--- config.mk ---
export PLATFORM = sky130hd
export DESIGN_NAME = uart_rx_deframer
export DESIGN_NICKNAME = d
export VERILOG_FILES = /design/src/rtl/uart_rx_deframer.sv
export SDC_FILE = /design/constraint.sdc
export NUM_CORES = 1
export LEC_CHECK = 0
export BUFFER_PORTS_ARGS = -buffer_cell sky130_fd_sc_hd__buf_2
export CORE_MARGIN = 1
export CORE_UTILIZATION = 30
export CTS_CLUSTER_SIZE = 12
export DETAILED_ROUTE_END_ITERATION = 7
export HOLD_SLACK_MARGIN = 0.02
export RECOVER_POWER = 25
export REMOVE_ABC_BUFFERS = 1
export SLEW_MARGIN = 25
export SYNTH_ARGS = -nofsm -noshare
export SYNTH_HDL_FRONTEND = slang
export SYNTH_SLANG_ARGS = --single-unit
--- constraint.sdc ---
create_clock -name clk -period 4.5 [get_ports clk]
set_clock_uncertainty 0.1 [all_clocks]
set_input_delay 0.225 -clock clk [delete_from_list [all_inputs] [get_ports clk]]
set_output_delay 0.225 -clock clk [all_outputs]
set_load 0.01 [all_outputs]
--- src/rtl/uart_rx_deframer.sv ---
// 8N1 UART receiver that turns the serial pin into bytes with a valid/ack handoff.
// It also raises a one-cycle framing-error pulse and a sticky overrun flag.
module uart_rx_deframer #(
  parameter int unsigned CLKS_PER_BIT = 16
) (
  input  logic       clk,
  input  logic       rst_n,
  input  logic       ena,
  input  logic       rx,
  input  logic       rd_ack,
  output logic [7:0] data_out,
  output logic       data_valid,
  output logic       frame_err,
  output logic       overrun,
  output logic       busy
);

  localparam logic [15:0] LP_BIT_LAST  = 16'(CLKS_PER_BIT - 1);
  localparam logic [15:0] LP_HALF_LAST = 16'(CLKS_PER_BIT / 2 - 1);

  typedef enum logic [1:0] {
    S_IDLE  = 2'd0,
    S_START = 2'd1,
    S_DATA  = 2'd2,
    S_STOP  = 2'd3
  } state_t;

  state_t      r_state;
  state_t      w_state_next;

  logic [1:0]  r_sync;
  logic        w_rx_s;
  logic [15:0] r_cnt;
  logic [2:0]  r_bit_cnt;
  logic [7:0]  r_shift;
  logic [7:0]  r_data;
  logic        r_valid;
  logic        r_ferr;
  logic        r_ovr;

  logic        w_cnt_half;
  logic        w_cnt_full;
  logic        w_entry;
  logic        w_shift_en;
  logic        w_good_stop;
  logic        w_bad_stop;
  logic        w_busy;

  // The line idles high, so the synchronizer resets to 1 to avoid a false start.
  always_ff @(posedge clk or negedge rst_n) begin
    if (!rst_n) begin
      r_sync <= 2'b11;
    end else begin
      r_sync <= {r_sync[0], rx};
    end
  end

  assign w_rx_s     = r_sync[1];
  assign w_cnt_half = (r_cnt == LP_HALF_LAST);
  assign w_cnt_full = (r_cnt == LP_BIT_LAST);

  always_ff @(posedge clk or negedge rst_n) begin
    if (!rst_n) begin
      r_state <= S_IDLE;
    end else begin
      r_state <= w_state_next;
    end
  end

  always_comb begin
    w_state_next = r_state;
    case (r_state)
      S_IDLE: begin
        if (ena && !w_rx_s) begin
          w_state_next = S_START;
        end
      end
      S_START: begin
        if (w_cnt_half) begin
          w_state_next = w_rx_s ? S_IDLE : S_DATA;
        end
      end
      S_DATA: begin
        if (w_cnt_full && (r_bit_cnt == 3'd7)) begin
          w_state_next = S_STOP;
        end
      end
      S_STOP: begin
        if (w_cnt_full) begin
          w_state_next = S_IDLE;
        end
      end
      default: w_state_next = S_IDLE;
    endcase
  end

  always_comb begin
    w_entry     = (w_state_next != r_state);
    w_shift_en  = (r_state == S_DATA) && w_cnt_full;
    w_good_stop = (r_state == S_STOP) && w_cnt_full && w_rx_s;
    w_bad_stop  = (r_state == S_STOP) && w_cnt_full && !w_rx_s;
    w_busy      = (r_state != S_IDLE);
  end

  // Both counters restart on every state entry, so each phase times from zero.
  always_ff @(posedge clk or negedge rst_n) begin
    if (!rst_n) begin
      r_cnt     <= 16'd0;
      r_bit_cnt <= 3'd0;
    end else if (w_entry || (r_state == S_IDLE)) begin
      r_cnt     <= 16'd0;
      r_bit_cnt <= 3'd0;
    end else if (w_shift_en) begin
      r_cnt     <= 16'd0;
      r_bit_cnt <= r_bit_cnt + 3'd1;
    end else begin
      r_cnt     <= r_cnt + 16'd1;
    end
  end

  always_ff @(posedge clk or negedge rst_n) begin
    if (!rst_n) begin
      r_shift <= 8'h00;
    end else if (w_shift_en) begin
      r_shift <= {w_rx_s, r_shift[7:1]};
    end
  end

  // A good stop always wins over rd_ack; overrun only when the old byte was never taken.
  always_ff @(posedge clk or negedge rst_n) begin
    if (!rst_n) begin
      r_data  <= 8'h00;
      r_valid <= 1'b0;
      r_ferr  <= 1'b0;
      r_ovr   <= 1'b0;
    end else begin
      r_ferr <= w_bad_stop;
      if (w_good_stop) begin
        r_data  <= r_shift;
        r_valid <= 1'b1;
        if (r_valid && !rd_ack) begin
          r_ovr <= 1'b1;
        end
      end else if (rd_ack) begin
        r_valid <= 1'b0;
      end
    end
  end

  assign data_out   = r_data;
  assign data_valid = r_valid;
  assign frame_err  = r_ferr;
  assign overrun    = r_ovr;
  assign busy       = w_busy;

endmodule

==> Yosys cells after proc, flatten, opt, wreduce, memory -nomap -nowiden <==
Cells that the tools add are included.
{ "classes": {"muxes": 12, "addsub": 2, "reduce_logical": 15, "eq_ne": 7} }
{ "ops": {"columns": ["op", "count"], "rows": [
  ["$mux W16", 2],
  ["$add A16 B1 Y16 const B", 1],
  ["$eq A16 B3 Y1 const B", 1],
  ["$eq A16 B4 Y1 const B", 1],
  ["$mux W2", 5],
  ["$pmux W2 S4", 1],
  ["$logic_and A1 B1 Y1", 7],
  ["$mux W3", 2],
  ["$reduce_bool A2 Y1", 3],
  ["$eq A2 B2 Y1 const B", 2],
  ["$add A3 B1 Y3 const B", 1],
  ["$eq A3 B3 Y1 const B", 1],
  ["$eq A2 B1 Y1 const B", 1],
  ["$logic_not A1 Y1", 2],
  ["$logic_not A2 Y1", 1],
  ["$mux W1", 2],
  ["$ne A2 B2 Y1", 1],
  ["$reduce_and A2 Y1", 1],
  ["$logic_or A1 B1 Y1", 1]
]} }
{ "word_totals": {"ff_bits": 42, "word_cells": 45} }

==> Depth between registers and ports, before layout <==
Gate-level depths: netlist of run 1.
{ "depth": {"depth_word": 7, "depth_mapped": 7} }

==> Worst setup path before layout of run 1 <==
Ideal clock, no wire load.
{ "synth_path": {"path_kind": "reg-to-reg", "start": "reg r_cnt[0]", "end": "reg r_data[0], in the netlist data_out[0]", "path_stages_with_launch": 6, "setup_ns": 0.125, "path_slack_ns": 2.500, "arrival_ns": 1.775, "path_cell_list": "dfrtp_1 > ha_1 > and4_1 > nand4_4 > nor3_4 > mux2_4"} }
{ "synth_between": {"elab_chain_len": 3} }
{ "synth_rtl": {"columns": ["item", "line_no", "rtl"], "rows": [
  ["from (decl)", "33", "logic [15:0] r_cnt;"],
  ["from (signal assigned)", "117", "r_cnt <= r_cnt + 16'd1;"],
  ["$eq A16 B4 Y1", "60", "assign w_cnt_full = (r_cnt == LP_BIT_LAST);"],
  ["$logic_and A1 B1 Y1 (2 in series)", "100", "w_good_stop = (r_state == S_STOP) && w_cnt_full && w_rx_s;"],
  ["to (signal assigned)", "139", "r_data <= r_shift;"],
  ["to (decl)", "36", "logic [7:0] r_data;"]
]} }
No other way between the ends.
A chain may end at the register's enable or synchronous reset.

==> Worst setup path in the final report of run 1 <==
{ "layout_path": {"start": "reg r_cnt[0]", "end": "reg r_shift[1]"} }
{ "layout_between": {"elab_chain_len": 2} }
{ "layout_rtl": {"columns": ["item", "line_no", "rtl"], "rows": [
  ["$eq A16 B4 Y1", "60", null],
  ["$logic_and A1 B1 Y1", "99", "w_shift_en = (r_state == S_DATA) && w_cnt_full;"],
  ["to (signal assigned)", "125", "r_shift <= {w_rx_s, r_shift[7:1]};"],
  ["to (decl)", "35", "logic [7:0] r_shift;"]
]} }
No other way between the ends.

==> results of run 1 <==
## worst max-delay path by stage
stage	from	end	slack (ps)	cells after the start
6_report	r_cnt[0]	r_shift[1]	1980	5
3_3_place_gp	r_cnt[0]	r_shift[5]	2000	5
2_1_floorplan	r_cnt[0]	r_shift[0]	2340	5
3_5_place_dp	r_cnt[0]	r_shift[7]	2020	5
5_1_grt	rst_n	r_cnt[15]	1480	2
4_1_cts	r_cnt[0]	r_shift[1]	1960	5
## registers in the layout (all words and copies together), names as in the netlist
register / cells
r_cnt: 16
data_out: 8
r_shift: 8
r_bit_cnt: 3
r_state: 2
r_sync: 2
data_valid: 1
frame_err: 1
overrun: 1
## area by class of cell
class	instances	area, µm²	share of cell area
Multi-Input combinational cell	113	992.2	0.4180
Timing Repair Buffer	18	98.84	0.04164
Clock buffer	5	68.82	0.02899
Tap cell	96	120.1	0.05061
Sequential cell	42	1054	0.4439
Clock inverter	3	21.27	0.008962
Inverter	5	18.77	0.007907
## cells in the mapped netlist (2+ instances only)
library cell	n	area share
nand2_1	5	0.0088
xnor2_1	6	0.025
ha_1	3	0.018
and3_1	3	0.0088
a21oi_1	2	0.0047
inv_1	4	0.0071
buf_4	2	0.0071
mux2_2	8	0.042
nand3_1	7	0.016
dfstp_2	2	0.025
nand4_1	6	0.018
buf_6	3	0.016
xor2_1	7	0.029
or4_4	3	0.016
nand2b_1	2	0.0059
and4_1	2	0.0082
a211oi_1	3	0.011
nor4_4	4	0.040
nor4_1	5	0.015
nor3_1	10	0.024
mux2_4	8	0.057
o21ai_0	4	0.0094
nor2_1	4	0.0071
and4_2	2	0.0094
dfrtp_1	40	0.47
## timing repair
| item | 4_1_cts | 5_1_grt |
|---|---|---|
| setup buffers | 0 | 0 |
| endpoints found under the hold margin | 41 | 0 |
| hold buffers | 2 | 0 |
## report_power, final
group          internal, mW  switching [mW]  leakage (nW)  total [mW]
clock network         0.109           0.136        0.0441       0.246
logic                0.0657           0.122         0.428       0.187
registers             0.403          0.0394         0.573       0.442
## routing by layer
layer / track usage / up-vias / share of wire
met3: 0.01732 / 6 / 0.021
li1: - / 666 / -
met4: 0.05606 / 0 / 0.015
met5: 0 / - / 0
met2: 0.1782 / 21 / 0.48
met1: 0.1644 / 691 / 0.49
## stage by stage
stage	cell area, µm²	power, mW	std cells	hold slack [ps]
3_5_place_dp	2253	0.6251	272	231.2
5_1_grt	2374	0.9209	282	134.7
2_1_floorplan	2053	0.5651	160	-170.6
6_report	2374	0.8750	282	128.4
4_1_cts	2364	0.8734	282	118.7
3_3_place_gp	2253	0.6229	272	232.0
## cells by family (layout without fill, tap and decap cells)
kind of cell             count (synthesis)  count (layout)  share of synthesized area
flip-flops                              42              42                     0.4959
buffers and inverters                   13              31                    0.04239
XOR/XNOR                                13              13                    0.05359
AND/OR/NAND/NOR                         62              62                     0.2220
adder cells (fa/ha/maj)                  3               3                    0.01767
AO/OA/AOI/OAI                           19              19                    0.06950
multiplexers                            16              16                    0.09894
## worst max-delay path, cell delays in order, from the launching register on
cell and delay, ps:
dfrtp_1 390, ha_1 300, and4_1 300, nand4_4 160, nor2_1 740, mux2_2 420
==> impl_metrics.ini, run 1 <==
[outcome]
status = finished with violations
violations = max-capacitance violations, max-slew violations

[synthesis]
ys_seq_area_frac = 0.4959
ys_types = 48
synth.avg_cell_area_um2 = 12.65
ys_seq_elements = 42
synth_area_um2 = 2125
synthArstFlopShare = 1.000
synth_warnings = 0
syn_inst = 168
synth_ff_type = dfrtp_1
synth_edf_count = 0

[cells_and_area]
fin_nets = 193
fill_cells = 696
final_cell_mix = 40 x dfrtp_1, 15 x buf_2, 10 x nor3_1
drive_gt1_frac = 0.3065
utilization = 0.3474
diodes = 0
area_delta_synth_final_pct = 11.72
final_common_cell = dfrtp_1

[setup_path]
worstPathRequired_ps = 4580
cp.arrival_ps = 2600
endpoint_kind = register
start_kind = register
r2r_end = r_shift[1]
cp_max_fo = 12
crit_type = reg2reg
rr_startpoint = r_cnt[0]
r2r_setup_slack_ps = 1980
r2r_cells = 5

[route]
drt-pass1-iter-count = 4
routed_via_density = 4.908
drt_wl_total_mm = 3.964
drt-initial-drc-count = 100
wl_per_cell_um = 14.06
drc = 0
drtAntennaViolNets = 0
via_count = 1384

[clock_tree]
cts_tree = done
numCtsBuffers = 5
root_buffer = clkbuf_8
cts_resized = 0
cts_buffer_depth = 2
cts.clk_slew.worst_paths_ps = 90
htree_levels = 2
numClockSinks = 42
clk_latency_ps = 290

[power]
powerDensity_nw_per_um2 = 368.6
p_leak_nw = 1.044
vdd_drop_max_mv = 0.1658

[sta]
setup_ws_ps = 1976
tightestPinTransition_ps = 2225
slew_violations = 43
rsz0062_at_grt = false
final.setup.tns_ps = 0
finalHoldViolations = 0
slew_headroom = -0.4833
max_freq_mhz = 396.2
period_share = 0.5608
period_minus_slack_ps = 2524
setup_viol_count_final = 0

[floorplanning]
ios = 17
start_util = 0.3110
core-area_um2 = 6832
die_h_um = 86.16
die-area_um2 = 7423
rows = 30
die_w_um = 86.16

[global_route]
gr-total-overflow = 0
grt_pass1_wl_mm = 6.989
track_usage = 0.1176
grt_max_degree = 43
grt_pass1_vias = 1419
antenna_found_initial = 0

[job]
cap_violations = 1

[worst_hold_path]
holdPathEnd = data_valid
hold_class = in2reg
hp-start = rd_ack
holdPathStages = 3

[placed_design]
portBuffers = 16
dp_hpwl_mm = 2.625
gp_congestion = 0.9305
pre_cts_ws_ps = 2022
Note: power is estimated with default switching activity, not from simulation.
==> run 2, diff against run 1 <==
- ABC_AREA: unset -> 1
- clock period: 4.5 -> 2.25 ns (I/O delays scaled with it)
==> run 2 against run 1 <==
Effect of this change:
- the run now ends clean
- clock power grew 110%
- global-route usage shrank 0.39 points
- core utilization fell by 0.34 points
- clock-buffer cell count did not move
- synthesized area decreased by 1.9%
- setup slack got worse by 1700 ps
- critical path type unchanged
- largest cell class unchanged
- largest power group unchanged
==> impl_metrics.ini, run 2 <==
[floorplanning]
start_util = 0.3083
rows = 30
die-area_um2 = 7281
core-area_um2 = 6756
die_w_um = 85.33
die_h_um = 85.33
ios = 17

[clock_tree]
numCtsBuffers = 5
htree_levels = 2
cts.clk_slew.worst_paths_ps = 80
cts_tree = done
cts_resized = 0
post_cts_buffers = 0
numClockSinks = 42
cts_buffer_depth = 2
cts_hold_buf = 3
clk_latency_ps = 300
root_buffer = clkbuf_8

[route]
drc = 0
drt_wl_total_mm = 3.505
wl_met3_um = 148
drt-initial-drc-count = 64
met1Wirelength_mm = 1.754
met2_length_mm = 1.533
wl_per_cell_um = 10.95
drtAntennaViolNets = 0
drt-pass1-iter-count = 4
highest_layer = met4
routed_via_density = 4.428
via_count = 1417

[setup_path]
start_kind = register
cp_slowest_cell = nand3_4
max_stage_delay_ps = 380
cp_max_fo = 19
crit_top_cell = nor2_1
timing.critical_path.cells = ha_1, nand3_1, nor2_1, nand2_1, o21bai_1, nand4_1, nand3_4, nor2_1
endpoint_kind = register
crit_type = reg2reg
cp.arrival_ps = 2050
worstPathRequired_ps = 2320

[cells_and_area]
drive_gt1_frac = 0.1708
diodes = 0
area_delta_synth_final_pct = 11.59
largest_reg_flops = 16
final_cell_mix = 40 x dfrtp_1, 37 x nand2_1, 28 x inv_1
fin_nets = 247
final_common_cell = dfrtp_1
fill_cells = 708
top_register = r_cnt

[global_route]
grt_max_degree = 43
track_usage = 0.1137
gr-total-overflow = 0
antenna_found_initial = 0
grt_pass1_vias = 1439
grt_pass1_wl_mm = 6.575

[placed_design]
dp_hpwl_mm = 2.453
portBuffers = 16
gp_congestion = 0.8014

[synthesis]
syn_inst = 219
synth.avg_cell_area_um2 = 9.513
yosys-top-cells-area = dfrtp_1 48%, nor2_4 7.0%, nand2_1 6.7%
synth_warnings = 0
synth_top_area_frac = 0.4805
synth_ff_type = dfrtp_1
synth_area_um2 = 2083
synthArstFlopShare = 1.000
ys_seq_elements = 42
synth_common_cells = 40 x dfrtp_1, 37 x nand2_1, 28 x inv_1
ys_seq_area_frac = 0.5057
synth_most_common_cell = dfrtp_1
synth_edf_count = 0
post-synth-top-area-cell = dfrtp_1
ys_types = 28

[sta]
finalHoldViolations = 0
period_minus_slack_ps = 1980
rsz0062_at_grt = false
period_share = 0.8800
tightestPinTransition_ps = 1023
setup_viol_count_final = 0
slew_headroom = 0.3183
slew_violations = 0
max_freq_mhz = 505.1
final.setup.tns_ps = 0

[power]
vdd_drop_max_mv = 0.1997
powerDensity_nw_per_um2 = 624.4
power_mw = 1.452
p_leak_nw = 0.9601

[job]
cap_violations = 0

[worst_hold_path]
hold_class = in2reg

[outcome]
status = finished clean
-- run 2: through the flow --
stage               cell area (µm²)    util  setup slack, ps  hold slack [ps]  cells
finish                         2325  0.3441            270.1            62.35    320
floorplan                      2027       -            378.8           -283.1    212
detailed placement             2215  0.3278            260.8            122.1    309
global route                   2325  0.3441            39.21            59.30    320
global placement               2215  0.3278            327.0            118.5    309
CTS                            2338  0.3461            247.1            47.63    320
-- run 2: logic make-up (layout without fill, tap and decap cells) --
logic type | count (synthesis) | in the layout | synth area share
AO/OA/AOI/OAI | 23 | 23 | 0.06066
XOR/XNOR | 12 | 12 | 0.05045
adder cells (fa/ha/maj) | 3 | 3 | 0.01802
buffers and inverters | 35 | 56 | 0.07748
flip-flops | 42 | 42 | 0.5057
AND/OR/NAND/NOR | 104 | 104 | 0.2877
-- run 2: routing by layer --
layer	global-route usage	up-vias
met5	0	-
met4	0.04545	0
met3	0.03599	8
met2	0.1701	32
met1	0.1530	646
li1	-	731
-- run 2: worst paths after layout --
| check | start | endpoint | slack (ps) | cells after the start |
|---|---|---|---|---|
| worst max-delay path | r_cnt[0] | r_cnt[15] | 270 | 8 |
| worst min-delay path | ena | r_state[0] | 60 | 3 |
| worst max register to register | r_cnt[0] | r_cnt[15] | 270 | 8 |
| worst min register to register | r_sync[0] | r_sync[1] | 260 | 0 |
| max in group asynchronous | rst_n | r_cnt[8] | 1010 | 2 |
| min in group asynchronous | rst_n | data_valid | 410 | 2 |
-- run 2: report_power, final --
part           total (mW)  internal, mW  leakage (nW)  switching [mW]
combinational       0.149        0.0410         0.341           0.108
clock               0.509         0.224        0.0447           0.285
sequential          0.793         0.775         0.574          0.0186
total                1.45          1.04         0.960           0.412
-- run 2: area by class of cell --
class                           count  area [µm²]  area share
Sequential cell                    42        1054      0.4532
Multi-Input combinational cell    142       868.3      0.3735
Inverter                           28       105.1     0.04521
Timing Repair Buffer               20       103.9     0.04467
Tap cell                           80       100.1     0.04306
Clock buffer                        5       68.82     0.02960
Clock inverter                      3       25.02     0.01076
-- run 2: critical path: cells and delay by family, from the launching register on --
kind            cells  cell delay, ps
simple gates        6             960
compound gates      1             180
flops               1             370
fa+ha+maj           1             250
